### src/rtl/ex_mem_stage.sv
// Execute/Memory pipeline stage: NUM_CH result channels plus one load/store channel.
// Define EX_MEM_SKID_EN to add a one-entry skid buffer that removes the mem_ready -> ex_ready path.
module ex_mem_stage #(
  parameter int NUM_CH    = 3,
  parameter int DATA_W    = 16,
  parameter int TAG_W     = 5,
  parameter int LS_DATA_W = 8,
  parameter int ADDR_W    = 25,
  parameter int CNT_W     = 16
) (
  input  logic                     clk,
  input  logic                     rst,
  input  logic                     flush,
  input  logic                     ex_valid,
  output logic                     ex_ready,
  input  logic [NUM_CH-1:0]        ex_ch_en,
  input  logic [NUM_CH*DATA_W-1:0] ex_res,
  input  logic [NUM_CH*TAG_W-1:0]  ex_tag,
  input  logic                     ex_ls_en,
  input  logic                     ex_ls_r_nw,
  input  logic [LS_DATA_W-1:0]     ex_ls_data,
  input  logic [TAG_W-1:0]         ex_ls_tag,
  input  logic [ADDR_W-1:0]        ex_ls_addr,
  output logic                     mem_valid,
  input  logic                     mem_ready,
  output logic [NUM_CH-1:0]        mem_ch_vld,
  output logic [NUM_CH*DATA_W-1:0] mem_res,
  output logic [NUM_CH*TAG_W-1:0]  mem_tag,
  output logic                     mem_ls_vld,
  output logic                     mem_ls_r_nw,
  output logic [LS_DATA_W-1:0]     mem_ls_data,
  output logic [TAG_W-1:0]         mem_ls_tag,
  output logic [ADDR_W-1:0]        mem_ls_addr,
  output logic [CNT_W-1:0]         stall_cnt
);

  localparam int BEAT_W = NUM_CH + NUM_CH*DATA_W + NUM_CH*TAG_W + 1 + LS_DATA_W + TAG_W + ADDR_W + 1;

  localparam logic [1:0] ST_EMPTY = 2'd0;
  localparam logic [1:0] ST_ONE   = 2'd1;
`ifdef EX_MEM_SKID_EN
  localparam logic [1:0] ST_FULL  = 2'd2;
`endif

  logic [1:0]        state_q, state_d;
  logic [BEAT_W-1:0] m_beat_q, m_beat_d;
  logic [CNT_W-1:0]  stall_cnt_q, stall_cnt_d;
  logic [BEAT_W-1:0] in_beat;
  logic              accept;

  logic [NUM_CH-1:0]        m_ch_en;
  logic [NUM_CH*DATA_W-1:0] m_res;
  logic [NUM_CH*TAG_W-1:0]  m_tag;
  logic                     m_ls_en;
  logic [LS_DATA_W-1:0]     m_ls_data;
  logic [TAG_W-1:0]         m_ls_tag;
  logic [ADDR_W-1:0]        m_ls_addr;
  logic                     m_ls_r_nw;

  assign in_beat = {ex_ch_en, ex_res, ex_tag, ex_ls_en, ex_ls_data, ex_ls_tag, ex_ls_addr, ex_ls_r_nw};
  assign {m_ch_en, m_res, m_tag, m_ls_en, m_ls_data, m_ls_tag, m_ls_addr, m_ls_r_nw} = m_beat_q;

  assign mem_valid = (state_q != ST_EMPTY);

`ifdef EX_MEM_SKID_EN
  logic [BEAT_W-1:0] s_beat_q, s_beat_d;

  // Ready depends only on registered state, so the skid entry absorbs a late stall.
  assign ex_ready = (state_q != ST_FULL) & ~flush & ~rst;
`else
  assign ex_ready = (~mem_valid | mem_ready) & ~flush & ~rst;
`endif

  assign accept = ex_valid & ex_ready;

  always_comb begin
    state_d  = state_q;
    m_beat_d = m_beat_q;
`ifdef EX_MEM_SKID_EN
    s_beat_d = s_beat_q;
`endif
    // Flush only drops occupancy; the data fields keep their last loaded contents.
    if (flush) begin
      state_d = ST_EMPTY;
    end else begin
      case (state_q)
        ST_EMPTY: begin
          if (accept) begin
            m_beat_d = in_beat;
            state_d  = ST_ONE;
          end
        end
        ST_ONE: begin
          if (mem_ready) begin
            if (accept) m_beat_d = in_beat;
            else        state_d  = ST_EMPTY;
          end
`ifdef EX_MEM_SKID_EN
          else if (accept) begin
            s_beat_d = in_beat;
            state_d  = ST_FULL;
          end
`endif
        end
`ifdef EX_MEM_SKID_EN
        ST_FULL: begin
          if (mem_ready) begin
            m_beat_d = s_beat_q;
            state_d  = ST_ONE;
          end
        end
`endif
        default: state_d = ST_EMPTY;
      endcase
    end
  end

  always_comb begin
    stall_cnt_d = stall_cnt_q;
    if (mem_valid && !mem_ready && (stall_cnt_q != {CNT_W{1'b1}})) begin
      stall_cnt_d = stall_cnt_q + CNT_W'(1);
    end
  end

  always_ff @(posedge clk) begin
    if (rst) begin
      state_q     <= ST_EMPTY;
      m_beat_q    <= '0;
      stall_cnt_q <= '0;
`ifdef EX_MEM_SKID_EN
      s_beat_q    <= '0;
`endif
    end else begin
      state_q     <= state_d;
      m_beat_q    <= m_beat_d;
      stall_cnt_q <= stall_cnt_d;
`ifdef EX_MEM_SKID_EN
      s_beat_q    <= s_beat_d;
`endif
    end
  end

  genvar gi;
  generate
    for (gi = 0; gi < NUM_CH; gi++) begin : g_ch
      assign mem_ch_vld[gi] = mem_valid & m_ch_en[gi];
      assign mem_tag[gi*TAG_W +: TAG_W] = mem_ch_vld[gi] ? m_tag[gi*TAG_W +: TAG_W] : '0;
    end
  endgenerate

  assign mem_res     = m_res;
  assign mem_ls_vld  = mem_valid & m_ls_en;
  assign mem_ls_tag  = mem_ls_vld ? m_ls_tag : '0;
  assign mem_ls_data = m_ls_data;
  assign mem_ls_addr = m_ls_addr;
  assign mem_ls_r_nw = m_ls_r_nw;
  assign stall_cnt   = stall_cnt_q;

endmodule

### config.mk
export PLATFORM = sky130hd
export DESIGN_NAME = ex_mem_stage
export DESIGN_NICKNAME = d
export VERILOG_FILES = /design/src/rtl/ex_mem_stage.sv
export SDC_FILE = /design/constraint.sdc
export NUM_CORES = 1
export LEC_CHECK = 0
export ABC_AREA = 1
export CAP_MARGIN = 20
export CORE_MARGIN = 10
export CORE_UTILIZATION = 35
export DETAILED_ROUTE_END_ITERATION = 6
export DONT_BUFFER_PORTS = 1
export PLACE_DENSITY = 0.5
export SLEW_MARGIN = 5
export SYNTH_ARGS = -nofsm -noshare
export SYNTH_HDL_FRONTEND = slang
export SYNTH_SLANG_ARGS = --single-unit
### constraint.sdc
create_clock -name clk -period 1.4 [get_ports clk]
set_clock_uncertainty 0.1 [all_clocks]
set_input_delay 0.14 -clock clk [delete_from_list [all_inputs] [get_ports clk]]
set_output_delay 0.14 -clock clk [all_outputs]
set_load 0.02 [all_outputs]
# ---- Word-level counts from Yosys, hierarchy flattened
# Cells that the tools add are included.
dict set report word_totals {
  ff_bits 124
}
dict set report classes {
  n_addsub 1
  eq_ne 5
  mux 11
  bitwise 11
  reduce_logical 9
}
# op n
set op_table {}
lappend op_table {{$mux 106} 2}
lappend op_table {{$pmux 106 s2} 1}
lappend op_table {{$mux 5} 4}
lappend op_table {{$add 16x1->16 const B} 1}
lappend op_table {{$ne 16x16->1 const B} 1}
lappend op_table {{$and 1x1->1} 7}
lappend op_table {{$mux 2} 3}
lappend op_table {{$ne 2x2->1 const B} 3}
lappend op_table {{$reduce_and 3->1} 2}
lappend op_table {{$pmux 2 s2} 1}
lappend op_table {{$reduce_bool 2->1} 2}
lappend op_table {{$not 1->1} 3}
lappend op_table {{$eq 2x1->1 const B} 1}
lappend op_table {{$logic_and 1x1->1} 2}
lappend op_table {{$logic_not 2->1} 1}
lappend op_table {{$reduce_or 2->1} 1}
lappend op_table {{$logic_not 1->1} 1}
lappend op_table {{$or 1x1->1} 1}

# ---- Longest topological paths before layout
# Gate-level depths: netlist of the first run.
dict set report logic_depth {
  word_depth 9
  mapped_depth 9
  ltp_nobuf 9
}

# ---- Worst setup path before layout of the first run
# Ideal clock, no wire load.
dict set report synth_timing {
  path_type {register to register}
  startpoint {register stall_cnt_q[0] (netlist: stall_cnt[0])}
  endpoint {register stall_cnt_q[1] (netlist: stall_cnt[1])}
  setup_ns 0.116
  t_arrival_ns 1.506
  slack_ns -0.322
  path_stages_with_launch 10
  n_path_buf 1
  path_cell_list {dfxtp_1 -> ha_1 -> inv_1 -> nor2_1 -> nand2_1 -> nor2_1 -> nor2_4 -> buf_6 -> nor2_1 -> nor2_1}
}
dict set report synth_between {
  elab_chain_len 2
  elab_cells_between_ends 3
  cone_classes {1 x add/sub; 1 x eq/ne; 1 x reduce/logical}
}
# element line
set synth_rtl {}
lappend synth_rtl {{from (decl)} 47} ;# logic [CNT_W-1:0] stall_cnt_q, stall_cnt_d;
lappend synth_rtl {{from (signal assigned)} 136} ;# stall_cnt_q <= stall_cnt_d;
lappend synth_rtl {{parallel branches: the longest is 2 deep, another holds $add 16x1->16} --}
# Parallel ways; which one is timed is not known.
# A chain may end at the register's enable or synchronous reset.

# ---- Worst setup path after layout of the first run
dict set report layout_timing {
  startpoint {register state_q[0]}
  endpoint {output mem_tag[4]}
}
dict set report layout_between {
  elab_chain_len 3
}
# element line
set layout_rtl {}
lappend layout_rtl {{from (decl)} 45} ;# logic [1:0] state_q, state_d;
lappend layout_rtl {{from (signal assigned)} 134} ;# state_q <= state_d;
lappend layout_rtl {{$reduce_bool 2->1} 63} ;# assign mem_valid = (state_q != ST_EMPTY);
lappend layout_rtl {{$and 1x1->1} 146} ;# assign mem_ch_vld[gi] = mem_valid & m_ch_en[gi];
lappend layout_rtl {{$mux 5} 147} ;# assign mem_tag[gi*TAG_W +: TAG_W] = mem_ch_vld[gi] ? m_tag[gi*TAG_W +: TAG_W] : '0;
lappend layout_rtl {{to (decl)} 28} ;# output logic [NUM_CH*TAG_W-1:0] mem_tag,
# Every way passes these cells.

==> results.yml, run 1 <==
logic_synthesis:
  synth_seq_area_share_pct: 44.5
  synthDominantAreaCellType: "dfxtp_1"
  yosysTopAreaCellShare_pct: 44.5
  synth_fp_nets: 843
  yosys_register_bits: 123
  synth_area_per_cell_um2: 7.56
  number_of_instances_in_the_synthesized_netlist: 731
  netlist_top_cells_area: "dfxtp_1 (45%), buf_4 (12%), a21oi_1 (11%)"
  distinct_cells_synth: 23
  mappedNetlistArea_um2: 5530
  ys.warnings.count: 0
floorplan:
  initial_core_util_pct: 36.1
  io_pins: 235
  coreArea_um2: 15300
  die_height_um: 146
  die_footprint_um2: 21200
  dieWidth_um: 146
  std_cell_rows: 45
cells_and_area:
  layout.cell_area.non_filler_um2: 7980
  final_common_cell: "dfxtp_1"
  post_route_cells_drive_above_1_share_pct: 44.6
  layout.cells.most_common_list: "dfxtp_1 (106), nand2_1 (100), nand3_1 (65)"
  final.fill_count: 1422
  area_growth_pct: 44.2
  nNetsFinal: 859
  final_non_filler_cells: 972
  layout.core_utilization_pct: 52.1
flow_run:
  drv_cap: 0
power_and_ir_drop:
  clock_power_share_pct: 47.8
  power_density_nw_per_um2: 1100
  power_switching_share_pct: 24.3
  power.static_leakage_nw: 2.83
  fin_total_pwr_mw: 8.77
  p_comb_share_pct: 9.0
  power_spent_charging_and_discharging_nets_mw: 2.13
  power.sequential.fraction_pct: 43.2
  power_report.internal_total_mw: 6.64
  power.ir.vdd_worst_v: 0.000766
worst_setup_path:
  regToRegSetupSlack_ps: -130
  r2r-end: "m_beat_q[16]"
  end_point_of_the_critical_path: "mem_tag[4]"
  timing.critical_path.fanout_max: 6
  timing.reg2reg.worst_path_depth: 9
  timing.critical_path.from_type: "register"
  critical_path_class: "reg2out"
  worst_r2r_startpoint: "state_q[0]"
  setup.worst_path.start: "state_q[0]"
  worst-endpoint-arrival_ps: 1310
  cp-end-kind: "output port"
  critPathRequiredTime_ps: 1160
grt:
  grt_start_max_net_pins: 100
  antenna_found_initial: 1
  number_of_global_route_vias_before_repair: 4611
  gr-usage-all-layers_pct: 15.3
  grt_overflow_total: 0
  global_route_wire_length_before_repair_mm: 26.3
timing:
  timing.final.max_slew_violations: 0
  slew_headroom_pct: 76.0
  setup-violations-final: 134
  period_minus_slack_ps: 1550
  worstMarginPinSlew_ps: 360
  setup-tns-final_ps: -8920
  worst_hold_slack_ps: -314
  hold_viol_final: 98
  fin_crit_sh_pct: 111
  fmax_mhz: 644
  postLayoutSetupSlackWorst_ps: -153
  rsz0062_at_grt: "yes"
detailed_routing:
  antenna_left: 0
  vias: 4919
  drtIter0Drc: 275
  drc: 0
  detail_route.wl_per_cell_um: 21.1
  drt-vias-per-instance: 5.06
  route.final.wire_length_mm: 20.5
  detailedRoute.firstPassIterationCount: 4
run_status:
  failing_checks: "hold timing, setup timing"
  run_status: "complete, but fails checks"
clocking:
  clock_tree.htree_level_count: 4
  max-clock-path-buffers: 2
  clockRootBuffer: "clkbuf_16"
  worst_setup_hold_path_clk_slew_ps: 60
  clk_latency_ps: 410
  tritoncts.num_buffers: 17
  post_cts_hold_buffer_count: 21
  tritoncts_num_sinks: 123
  cts_tree: "yes"
placed_design:
  port_buffers: 0
  place.detailed.instances: 880
  gp_routability_congestion: 0.809
  post_dp_cell_area_um2: 5540
  detailed_place_hpwl_mm: 11.7
  dp_worst_setup_slack_ps: -95.2
hold_path:
  hp-class: "in2reg"
critical path, cell delays in order (launching register included):
cell and delay [ps]:
dfxtp_2 350, buf_12 160, nand2_4 100, nor2_1 130, buf_4 160
routing by layer:
metal  share of wire, %  track usage [%]
met5                  0                0
met2                 52             24.9
met4                1.3             4.75
met1                 40             17.6
met3                7.5             6.83
state kept, by name (all words and copies together), names as in the netlist:
register,cells
state_q,1
stall_cnt,16
m_beat_q,106
cell type report:
class                      count  area (um2)  share of cell area [%]
multi-input combinational    444        2980                    37.3
sequential                   123        2500                    31.3
timing repair buffer         124        1530                    19.2
clock buffer                  26         500                    6.28
tap                          211         264                    3.31
inverter                      37         146                    1.84
clock inverter                 6        58.8                   0.737
antenna                        1        2.50                  0.0314
power by group through the flow:
| stage | Clock, mW | Combinational (mW) | Sequential, mW |
|---|---|---|---|
| CTS | 4.28 | 0.489 | 3.78 |
| floorplan | 0 | 0.544 | 3.73 |
| finish | 4.19 | 0.792 | 3.79 |
| detailed placement | 0 | 0.363 | 3.85 |
| global placement | 0 | 0.348 | 3.85 |
| global route | 4.46 | 0.848 | 3.79 |
timing repair:
item,in CTS,in global routing
endpoints found under the hold margin,123,103
resized for setup,58,229
pin swaps,9,41
endpoints found under the setup margin,39,146
cloned,3,19
buffers inserted,3,13
synth_stat cells:
master    instances
a21oi_1         118
buf_1             1
buf_2            20
buf_4            85
buf_6             5
clkbuf_1         17
dfxtp_1         123
ha_1              1
inv_1            34
inv_2             3
nand2_1         141
nand2_4           1
nand3_1          96
nand4_1           6
nor2_1           47
nor2_2            1
nor2_4            1
nor2_8            2
nor3b_1           1
o21ai_0          21
o21ai_1           1
xnor2_1           3
xor2_1            3
kinds of logic after synthesis:
kind of cell / Yosys count / share of synthesized area [%]
AO/OA/AOI/OAI: 140 / 12.7
XOR/XNOR: 6 / 0.951
adder cells (fa/ha/maj): 1 / 0.226
buffers and inverters: 165 / 18.1
flip-flops: 123 / 44.5
AND/OR/NAND/NOR: 296 / 23.5
how the worst min path moves through the flow:
stage	startpoint	to	slack [ps]	cells after the start
floorplan	ex_ls_data[7]	m_beat_q[38]	200	2
global placement	rst	m_beat_q[22]	120	1
detailed placement	rst	m_beat_q[19]	120	1
CTS	rst	m_beat_q[22]	-330	1
global route	rst	m_beat_q[33]	-340	1
finish	rst	m_beat_q[56]	-310	1
(Power assumes the default switching activity.)
==> run 2, diff against run 1 <==
Settings changed: ABC_CLOCK_PERIOD_IN_PS set to 1400, CORE_ASPECT_RATIO set to 1.5.
==> results.yml, run 2 (synthesis gave the netlist of run 1 again) <==
run_status:
  run_status: "complete, but fails checks"
  failing_checks: "hold timing, setup timing"
timing:
  fmax_mhz: 660
  setup-violations-final: 57
  hold_viol_final: 98
  worstMarginPinSlew_ps: 312
  timing.final.max_slew_violations: 0
  slew_headroom_pct: 79.2
  rsz0062_at_grt: "yes"
  postLayoutSetupSlackWorst_ps: -116
  fin_crit_sh_pct: 108
  worst_hold_slack_ps: -291
  period_minus_slack_ps: 1520
grt:
  number_of_global_route_vias_before_repair: 4787
  grt_start_max_net_pins: 100
  global_route_wire_length_before_repair_mm: 25.6
  antenna_found_initial: 0
  grt_overflow_total: 0
  gr-usage-all-layers_pct: 15.1
cells_and_area:
  registers.top_by_ff_count: "m_beat_q"
  area_growth_pct: 32.9
  final_common_cell: "nand2_1"
  nNetsFinal: 853
  largest_register_ff_count: 106
  post_route_cells_drive_above_1_share_pct: 32.8
  layout.cells.most_common_list: "nand2_1 (128), dfxtp_1 (106), a21oi_1 (90)"
  layout.core_utilization_pct: 47.3
  ff_latch_area_um2: 2490
  final.fill_count: 1506
  multi_input_comb_area_um2: 2540
  layout.cell_area.non_filler_um2: 7350
  num_antenna_cells: 0
worst_setup_path:
  end_point_of_the_critical_path: "mem_tag[0]"
  timing.critical_path.fanout_max: 6
  cp.depth: 4
  cp_cell_sequence: "buf_12, nand2_8, nor2_4, buf_6"
  regToRegSetupSlack_ps: -70
  critical_path_class: "reg2out"
  worst-endpoint-arrival_ps: 1280
  critPathRequiredTime_ps: 1160
  cp-end-kind: "output port"
  timing.critical_path.from_type: "register"
  setup.worst_path.start: "state_q[0]"
  worst_r2r_startpoint: "stall_cnt[1]"
  cp_num_buf_inv: 2
  r2r-end: "stall_cnt[11]"
  stage_delay_of_the_slowest_cell_on_the_critical_path_ps: 360
  critical-path-top-delay-family: "flip-flops"
  timing.reg2reg.worst_path_depth: 9
  crit_slowest_cell: "dfxtp_2"
placed_design:
  detailed_place_hpwl_mm: 12.1
  port_buffers: 0
  post_dp_cell_area_um2: 5660
  gp_routability_congestion: 0.783
clocking:
  clk_latency_ps: 400
  clockRootBuffer: "clkbuf_16"
  cts_tree: "yes"
  tritoncts.num_buffers: 17
  tritoncts_num_sinks: 123
  clock_tree.htree_level_count: 4
  worst_setup_hold_path_clk_slew_ps: 60
  max-clock-path-buffers: 2
  post_cts_hold_buffer_count: 21
detailed_routing:
  vias: 4906
  detail_route.wl_per_cell_um: 19.4
  drtIter0Drc: 289
  detailedRoute.firstPassIterationCount: 5
  drc: 0
  drt-vias-per-instance: 5.13
  antenna_left: 0
  route.final.wire_length_mm: 18.5
power_and_ir_drop:
  power.static_leakage_nw: 2.70
  fin_total_pwr_mw: 8.69
  power_density_nw_per_um2: 1180
  power.ir.vdd_worst_v: 0.000654
floorplan:
  std_cell_rows: 56
  coreArea_um2: 15600
  die_height_um: 174
  die_footprint_um2: 21300
  dieWidth_um: 123
  io_pins: 235
  initial_core_util_pct: 35.5
flow_run:
  drv_cap: 0
hold_path:
  hp-class: "in2reg"
run 2: changes by cell type in the layout (fill, tap and decap cells not counted), moves of 7 or more:
cell / change
a21oi_1: +31
a21oi_2: -31
buf_6: +8
nand2_1: +28
nand2_2: -18
nand2_4: -10
nand3_1: +23
nand3_2: -17
nor2_1: -9
nor2_4: +7
o21ai_0: +18
o21ai_2: -16
run 2: worst register-to-register path, cell delays in order, from the launching register on:
cell     delay, ps
dfxtp_4        360
ha_4           160
inv_2           60
nor2_4          40
nand2_4         80
nor2_4          60
nor2_4         200
buf_6          150
nand2_4         40
a21oi_2        150
run 2: cell type report:
cell class | instances | share of cell area, %
clock buffer | 18 | 5.97
inverter | 37 | 1.97
multi-input combinational | 444 | 34.6
sequential | 123 | 33.9
timing repair buffer | 118 | 18.2
clock inverter | 13 | 1.94
tap | 203 | 3.46
run 2: worst min path at each step:
stage	depth (start not counted)	startpoint	slack, ps	end
after floorplan	2	ex_ls_data[7]	200	m_beat_q[38]
after global placement	1	rst	120	m_beat_q[33]
after detailed placement	1	rst	130	stall_cnt[3]
after CTS	1	rst	-310	m_beat_q[34]
after global routing	1	rst	-320	m_beat_q[37]
final	1	rst	-290	m_beat_q[61]
run 2: per-stage QoR:
stage          setup TNS (ps)  std cells  setup WS [ps]  hold WS (ps)
2_1_floorplan           -3.81        731          -1.90           204
3_3_place_gp             -759        886           -100           120
3_5_place_dp            -1240        886           -142           125
4_1_cts                 -5790        945           -137          -312
5_1_grt                -11540        956           -170          -316
6_report                -3010        956           -116          -291
run 2: layer usage:
metal / track usage, % / share of wire [%] / vias to the layer above
li1: - / - / 2338
met3: 6.10 / 8.5 / 31
met1: 15.1 / 34 / 2328
met5: 0 / 0 / -
met2: 26.8 / 55 / 209
met4: 6.26 / 2.7 / 0
run 2: where the power goes:
| part | internal [mW] | leakage, nW | switching (mW) |
|---|---|---|---|
| registers | 3.61 | 1.01 | 0.174 |
| clock network | 2.67 | 0.276 | 1.65 |
| logic | 0.289 | 1.41 | 0.296 |
run 2: timing repair:
action,4_1_cts,5_1_grt
buffers inserted,4,4
endpoints found under the hold margin,120,98
gates cloned,3,8
gates resized for setup,65,103
pin swaps,6,34
setup endpoints to repair,39,120
==> run 3, diff against run 2 <==
Settings changed: ABC_CLOCK_PERIOD_IN_PS 1400 to 1590, PLACE_DENSITY 0.5 to 0.48.
Clock period 1.4 ns to 1.59 ns, I/O delays scaled along.
==> results.yml, run 3 (synthesis gave the netlist of run 1 again) <==
worst_setup_path:
  regToRegSetupSlack_ps: 50
  critPathRequiredTime_ps: 1330
  r2r-end: "stall_cnt[11]"
  timing.critical_path.from_type: "register"
  worst_r2r_startpoint: "stall_cnt[0]"
  stage_delay_of_the_slowest_cell_on_the_critical_path_ps: 330
  critical_path_class: "reg2out"
  timing.critical_path.fanout_max: 11
  critical-path-top-delay-family: "flip-flops"
  timing.reg2reg.worst_path_depth: 8
  setup.worst_path.start: "state_q[0]"
  cp.depth: 4
  cp-end-kind: "output port"
  crit_slowest_cell: "dfxtp_2"
  end_point_of_the_critical_path: "ex_ready"
  worst-endpoint-arrival_ps: 1290
  cp_cell_sequence: "inv_2, nor2_8, nor2_8, buf_16"
  cp_num_buf_inv: 2
  most_frequent_cell_on_critical_path: "nor2_8"
cells_and_area:
  area_growth_pct: 15.0
  multi_input_comb_area_um2: 2130
  nNetsFinal: 807
  layout.cells.most_common_list: "nand2_1 (135), a21oi_1 (118), dfxtp_1 (116)"
  final.fill_count: 1597
  largest_register_ff_count: 106
  final_common_cell: "nand2_1"
  registers.top_by_ff_count: "m_beat_q"
  layout.cell_area.non_filler_um2: 6360
  ff_latch_area_um2: 2470
  post_route_cells_drive_above_1_share_pct: 15.4
grt:
  antenna_found_initial: 2
  grt_busiest_layer: "met2"
  gr-usage-all-layers_pct: 15.0
  grt_overflow_total: 0
  global_route_met1_usage_pct: 15.6
  grtUsageMet3_pct: 8.01
  grt_start_max_net_pins: 100
  grtUsageMet2_pct: 24.9
  global_route_wire_length_before_repair_mm: 25.7
  number_of_global_route_vias_before_repair: 4661
clocking:
  clk_latency_ps: 400
  cts_tree: "yes"
  max-clock-path-buffers: 2
  worst_setup_hold_path_clk_slew_ps: 60
  clock_tree.htree_level_count: 4
  post_cts_hold_buffer_count: 24
  tritoncts.num_buffers: 17
  tritoncts_num_sinks: 123
  clockRootBuffer: "clkbuf_16"
placed_design:
  detailed_place_hpwl_mm: 10.9
  gp_routability_congestion: 0.803
  post_dp_cell_area_um2: 5290
  port_buffers: 0
run_status:
  run_status: "complete, but fails checks"
  failing_checks: "hold timing"
power_and_ir_drop:
  power_density_nw_per_um2: 1230
  power.static_leakage_nw: 2.33
  power.ir.vdd_worst_v: 0.000526
  fin_total_pwr_mw: 7.83
detailed_routing:
  route.final.wire_length_mm: 16.7
  drtIter0Drc: 256
  drt-vias-per-instance: 5.01
  detail_route.wl_per_cell_um: 18.2
  vias: 4573
  drc: 0
  antenna_left: 0
  detailedRoute.firstPassIterationCount: 5
hold_path:
  hp-class: "in2reg"
floorplan:
  dieWidth_um: 123
  die_height_um: 174
  initial_core_util_pct: 35.5
  coreArea_um2: 15600
  die_footprint_um2: 21300
  std_cell_rows: 56
  io_pins: 235
timing:
  rsz0062_at_grt: "yes"
  fmax_mhz: 647
  fin_crit_sh_pct: 97.3
  timing.final.max_slew_violations: 0
  setup-violations-final: 0
  hold_viol_final: 99
  worstMarginPinSlew_ps: 292
  period_minus_slack_ps: 1550
  worst_hold_slack_ps: -283
  slew_headroom_pct: 80.5
flow_run:
  drv_cap: 0
[run 3: layer usage]
| layer | wire length, um | vias to the layer above |
|---|---|---|
| met5 | 0 | - |
| met3 | 1960 | 15 |
| li1 | - | 2245 |
| met1 | 6320 | 2118 |
| met2 | 8080 | 195 |
| met4 | 295 | 0 |
[run 3: timing repair]
item                                    CTS  global route
endpoints found under the setup margin   23            39
gates resized for setup                   8            22
setup buffers                             0             1
endpoints found under the hold margin   119            98
gates cloned                              2             2
pin swaps                                 0             2
[run 3: where the power goes]
group | switching (mW) | total, mW | internal (mW)
Clock | 1.43 | 4.10 | 2.68
Sequential | 0.147 | 3.33 | 3.18
Combinational | 0.218 | 0.395 | 0.177
[run 3: stage by stage]
step	hold WS [ps]	setup slack [ps]	util (%)	setup TNS [ps]	cells
3_3_place_gp	139	75.6	34.0	0	850
5_1_grt	-304	-26.4	40.9	-75.8	911
3_5_place_dp	142	40.9	34.0	0	850
4_1_cts	-295	2.82	40.3	0	908
2_1_floorplan	223	8.93	-	0	731
6_report	-283	43.4	40.9	0	913
[run 3: cell type report]
type | instances | share of cell area (%)
antenna | 2 | 0.0787
clock buffer | 19 | 6.96
clock inverter | 13 | 3.01
inverter | 37 | 2.18
multi-input combinational | 444 | 33.5
sequential | 123 | 38.9
tap | 203 | 3.99
timing repair buffer | 72 | 11.4
[run 3: worst min-delay path by stage]
| stage | from | end | cells past startpoint |
|---|---|---|---|
| floorplan | ex_ls_data[7] | m_beat_q[38] | 2 |
| global placement | rst | m_beat_q[18] | 1 |
| detailed placement | rst | m_beat_q[17] | 1 |
| CTS | rst | m_beat_q[33] | 1 |
| global route | rst | stall_cnt[5] | 1 |
| finish | rst | m_beat_q[99] | 1 |
